## config.mk

```make
export PLATFORM = sky130hd
export DESIGN_NAME = instr_prefetch_queue
export DESIGN_NICKNAME = d
export VERILOG_FILES = /design/src/rtl/instr_prefetch_queue.sv
export SDC_FILE = /design/constraint.sdc
export NUM_CORES = 1
export LEC_CHECK = 0
export BUFFER_PORTS_ARGS = -buffer_cell sky130_fd_sc_hd__buf_2
export CORE_MARGIN = 2
export CORE_UTILIZATION = 60
export DETAILED_ROUTE_END_ITERATION = 7
export GPL_TIMING_DRIVEN = 0
export PLACE_DENSITY = 0.82
export SYNTH_ARGS = -nofsm -noshare
export SYNTH_HDL_FRONTEND = slang
export SYNTH_SLANG_ARGS = --single-unit
```

## constraint.sdc

```tcl
create_clock -name clk -period 10.1 [get_ports clk]
set_input_delay 1.515 -clock clk [delete_from_list [all_inputs] [get_ports clk]]
set_output_delay 1.515 -clock clk [all_outputs]
set_load 0.05 [all_outputs]
```

## src/rtl/instr_prefetch_queue.sv

```systemverilog
// Instruction prefetch queue: fetches sequential words from instruction memory
// (one request in flight) into a small FIFO that feeds the IF/ID register.
module instr_prefetch_queue #(
  parameter int          DEPTH     = 4,
  parameter logic [31:0] HALT_WORD = 32'hFFFFFFFF,
  localparam int         PTR_W     = $clog2(DEPTH),
  localparam int         CNT_W     = PTR_W + 1
) (
  input  logic             clk,
  input  logic             rst,
  input  logic             redirect,
  input  logic [63:0]      redirect_pc,
  output logic             imem_req,
  output logic [63:0]      imem_addr,
  input  logic             imem_rvalid,
  input  logic [31:0]      imem_rdata,
  output logic             out_valid,
  input  logic             out_ready,
  output logic [31:0]      out_instr,
  output logic [63:0]      out_pc,
  output logic [CNT_W-1:0] count,
  output logic             halted
);

  typedef enum logic [1:0] {
    IDLE = 2'd0,
    WAIT = 2'd1,
    HALT = 2'd2
  } state_t;

  state_t          state;
  state_t          next_state;
  logic [63:0]     fetch_pc;
  logic            drop;
  logic [PTR_W-1:0] rd_ptr;
  logic [PTR_W-1:0] wr_ptr;
  logic [31:0]     instr_mem [DEPTH];
  logic [63:0]     pc_mem    [DEPTH];

  logic issue;
  logic enq;
  logic deq;
  logic not_full;

  assign not_full  = (count < CNT_W'(DEPTH));
  assign out_valid = (count != '0);
  assign halted    = (state == HALT);
  assign out_instr = out_valid ? instr_mem[rd_ptr] : 32'd0;
  assign out_pc    = out_valid ? pc_mem[rd_ptr]    : 64'd0;

  // Redirect flushes the queue, so it overrides any dequeue in the same cycle.
  assign deq = out_valid && out_ready && !redirect;

  always_ff @(posedge clk or negedge rst) begin
    if (!rst) begin
      state <= IDLE;
    end else begin
      state <= next_state;
    end
  end

  always_comb begin
    next_state = state;
    issue      = 1'b0;
    enq        = 1'b0;
    case (state)
      IDLE: begin
        if (!redirect && not_full) begin
          issue      = 1'b1;
          next_state = WAIT;
        end
      end
      WAIT: begin
        // A redirect without a response keeps us waiting for the stale reply.
        if (imem_rvalid) begin
          next_state = IDLE;
          if (!redirect && !drop) begin
            enq = 1'b1;
            if (imem_rdata == HALT_WORD) begin
              next_state = HALT;
            end
          end
        end
      end
      HALT: begin
        if (redirect) begin
          next_state = IDLE;
        end
      end
      default: next_state = IDLE;
    endcase
  end

  always_ff @(posedge clk or negedge rst) begin
    if (!rst) begin
      drop <= 1'b0;
    end else if (state == WAIT) begin
      if (imem_rvalid) begin
        drop <= 1'b0;
      end else if (redirect) begin
        drop <= 1'b1;
      end
    end
  end

  always_ff @(posedge clk or negedge rst) begin
    if (!rst) begin
      fetch_pc  <= 64'd0;
      imem_req  <= 1'b0;
      imem_addr <= 64'd0;
    end else begin
      imem_req <= issue;
      if (redirect) begin
        fetch_pc <= redirect_pc & ~64'h3;
      end else if (issue) begin
        fetch_pc  <= fetch_pc + 64'd4;
        imem_addr <= fetch_pc;
      end
    end
  end

  always_ff @(posedge clk) begin
    if (enq) begin
      instr_mem[wr_ptr] <= imem_rdata;
      pc_mem[wr_ptr]    <= imem_addr;
    end
  end

  always_ff @(posedge clk or negedge rst) begin
    if (!rst) begin
      rd_ptr <= '0;
      wr_ptr <= '0;
      count  <= '0;
    end else if (redirect) begin
      rd_ptr <= '0;
      wr_ptr <= '0;
      count  <= '0;
    end else begin
      if (enq) begin
        wr_ptr <= wr_ptr + PTR_W'(1);
      end
      if (deq) begin
        rd_ptr <= rd_ptr + PTR_W'(1);
      end
      case ({enq, deq})
        2'b10:   count <= count + CNT_W'(1);
        2'b01:   count <= count - CNT_W'(1);
        default: count <= count;
      endcase
    end
  end

endmodule

```

==> out/qor.yml <==
worst_setup_path:
  crit_chain: "clkbuf_1, buf_2, buf_1, mux4_2, and2_1, buf_2"
  worstPathRequired_ns: 8.59
  crit_family: "buffers and inverters"
  critPathArrivalTime_ns: 3.52
  path_class: "flip-flop to primary output"
  path_max_fanout: 10
  crit_top_cell: "buf_2"
  cp_num_buf_inv: 4
  slowest_delay_ns: 0.71
  cp-start-kind: "flip-flop"
  crit_path_end_kind: "primary output"
  crit_slowest_cell: "buf_1"
power_and_ir_drop:
  leakage_nw: 8.95
  power_frac_comb: 0.364
  clockPowerShare: 0.250
  peakVddDrop_uv: 301
  p_per_area_nw_per_um2: 305
  p_sw_frac: 0.394
  finalPower_mw: 7.47
  p_sw_mw: 2.94
  seqPwrFrac: 0.387
  p_int_mw: 4.53
die:
  rows: 68
  io_pins: 267
  die_w_um: 190
  dieArea_um2: 36100
  core_area_um2: 34300
  start_util: 0.605
  die_height_um: 190
cts:
  root_buffer: "clkbuf_16"
  clk_path_buf_depth: 3
  clk-insertion-delay-late_ns: 0.58
  htree_levels: 2
  cts_resized: 0
  numCtsBuffers: 50
  clk_pin_slew_worst_paths_ns: 0.06
  post_cts_buffers: 0
  cts_tree: "built"
  clkSinkCount: 511
  ctsHoldBuffers: 0
route:
  drc_errors: 0
  firstDrtPassIters: 5
  vias: 12300
  drtAntennaViolNets: 0
  wl_per_cell_um: 23.5
  wirelength_um: 47900
  drtIter0Drc: 1001
  via_per_inst: 6.04
synthesis:
  seq_area_frac_synth: 0.707
  async_reset_ff_frac: 0.264
  ys_ff_latch: 511
  avgSynthCellArea_um2: 17.0
  synth_edf_count: 376
  netlist_area_um2: 20700
  synth_cell_types: 52
  synthCells: 1222
  synth_flop_cell: "edfxtp_1"
  ys_warn_count: 0
finish:
  drive_above_1_share: 0.329
  layout_commonest_cell: "edfxtp_1"
  area_growth_pct: 18.0
  fin_cells: 2043
  fin_nets: 1650
  final_core_util: 0.714
  stdcell_area_um2: 24500
  final_cell_mix: "edfxtp_1, buf_2, dfrtp_1, mux4_2, and2_1"
timing:
  skew_ns: 0.0220
  relSlewSlack: 0.236
  tightestPinTransition_ns: 1.15
  setup-tns-final_ns: 0
  fin_hold_ws_ns: 0.538
  period_share: 0.499
  fin_ws_ns: 5.06
  rsz0062_at_grt: "false"
  finalWorstPathRequiredPeriod_ns: 5.04
  finalSetupViolations: 0
  hold_viol: 0
  finalMaxSlewViolations: 0
  timing.fmax_ghz: 0.198
place:
  dpl_worst_slack_ns: 5.60
  placed_cells: 1946
  io_buffers: 259
  gp_congestion: 0.855
  dpl.hpwl_um: 31700
  placed_cell_area_um2: 22800
global_route:
  grt-ovfl-total: 0
  antenna_found_initial: 6
  grt_pass1_vias: 12600
  track_usage: 0.271
  grt_pass1_wl_um: 72900
  grt_start_max_net_pins: 77
outcome:
  status: "finished clean"
min_path:
  min_path_type: "flip-flop to flip-flop"
run:
  drv_cap: 0
## final timing paths
path | from | endpoint | slack (ns) | cells past startpoint
worst max-delay path | rd_ptr[0]$_DFFE_PN0P_ | out_pc[62] | 5.06 | 6
worst min-delay path | fetch_pc[63]$_DFFE_PN0N_ | imem_addr[63]$_DFFE_PN0P_ | 0.54 | 1
worst max register to register | state[1]$_DFFE_PN0P_ | pc_mem[0][6]$_DFFE_PP_ | 7.00 | 4
worst min register to register | fetch_pc[63]$_DFFE_PN0N_ | imem_addr[63]$_DFFE_PN0P_ | 0.54 | 1
max in group asynchronous | rst | imem_addr[3]$_DFFE_PN0P_ | 8.39 | 2
min in group asynchronous | rst | imem_addr[35]$_DFFE_PN0P_ | 0.93 | 1
## power by group through the flow
stage               sequential [mW]  combinational, mW  clock [mW]
floorplan                      3.30               1.61           0
global placement               2.91               2.68           0
detailed placement             2.93               2.73           0
CTS                            2.89               2.74        1.89
global route                   2.93               2.85        1.97
finish                         2.89               2.72        1.87
## logic make-up (layout without fill, tap and decap cells)
kind of cell	after synthesis	count (layout)	share of synthesized area
DFF	511	511	0.707
adders and majority gates	6	6	0.00398
AOI/OAI and AO/OA	90	90	0.0261
xor gates and xnor gates	41	41	0.0173
other	1	7	0.000181
buffers and inverters	78	438	0.0165
muxes	158	158	0.137
and+or+nand+nor	337	337	0.0923
## cell usage after synthesis, types with 2 or more instances
| cell | number | area, um^2 |
|---|---|---|
| nor4_4 | 2 | 42.5 |
| nor4_1 | 8 | 50.1 |
| dfrtp_1 | 135 | 3380 |
| a21oi_1 | 2 | 10.0 |
| mux2i_1 | 2 | 20.0 |
| xnor2_1 | 14 | 123 |
| o21ai_0 | 48 | 240 |
| dlygate4sd3_1 | 2 | 20.0 |
| nor2_1 | 38 | 143 |
| or3_1 | 14 | 87.6 |
| nor3_1 | 11 | 55.1 |
| mux2_2 | 62 | 698 |
| o31ai_1 | 8 | 60.1 |
| nand4_2 | 3 | 37.5 |
| and3_1 | 13 | 81.3 |
| inv_1 | 13 | 48.8 |
| nand3_1 | 16 | 80.1 |
| o211ai_1 | 4 | 30.0 |
| and2_1 | 98 | 613 |
| nor2b_1 | 5 | 31.3 |
| mux4_2 | 94 | 2120 |
| buf_2 | 9 | 45.0 |
| nand4_1 | 41 | 257 |
| and4_1 | 2 | 17.5 |
| edfxtp_1 | 376 | 11300 |
| buf_1 | 7 | 26.3 |
| buf_4 | 5 | 37.5 |
| nor4_2 | 2 | 25.0 |
| xor2_1 | 27 | 236 |
| nand2_1 | 68 | 255 |
| a221o_1 | 3 | 30.0 |
| nor3_2 | 2 | 20.0 |
| clkbuf_1 | 40 | 150 |
| ha_1 | 5 | 62.6 |
| or4_1 | 7 | 52.6 |
| o311ai_0 | 2 | 17.5 |
| a31oi_1 | 19 | 119 |
## sequential cells by signal, indices dropped and copies added (netlist names)
name / cells
fetch_pc: 62
pc_mem: 248
instr_mem: 128
imem_addr: 62
imem_req: 1
drop: 1
count: 3
wr_ptr: 2
rd_ptr: 2
state: 2
## routing by layer
metal	global-route usage	up-vias	wire length [um]
met4	0.0897	6	1270
met3	0.0607	88	4370
met5	0	-	46
met2	0.444	568	23600
met1	0.365	6284	18700
li1	-	5400	-
## area by class of cell
cell class | instances | area [um^2]
antenna | 3 | 7.51
buffer | 64 | 290
clock buffer | 79 | 1490
clock inverter | 15 | 169
fill | 2124 | 9810
inverter | 14 | 52.6
multi-input combinational | 636 | 5760
sequential | 511 | 14700
tap | 455 | 569
timing repair buffer | 266 | 1470
No activity file was read; power rests on OpenSTA's default activity.
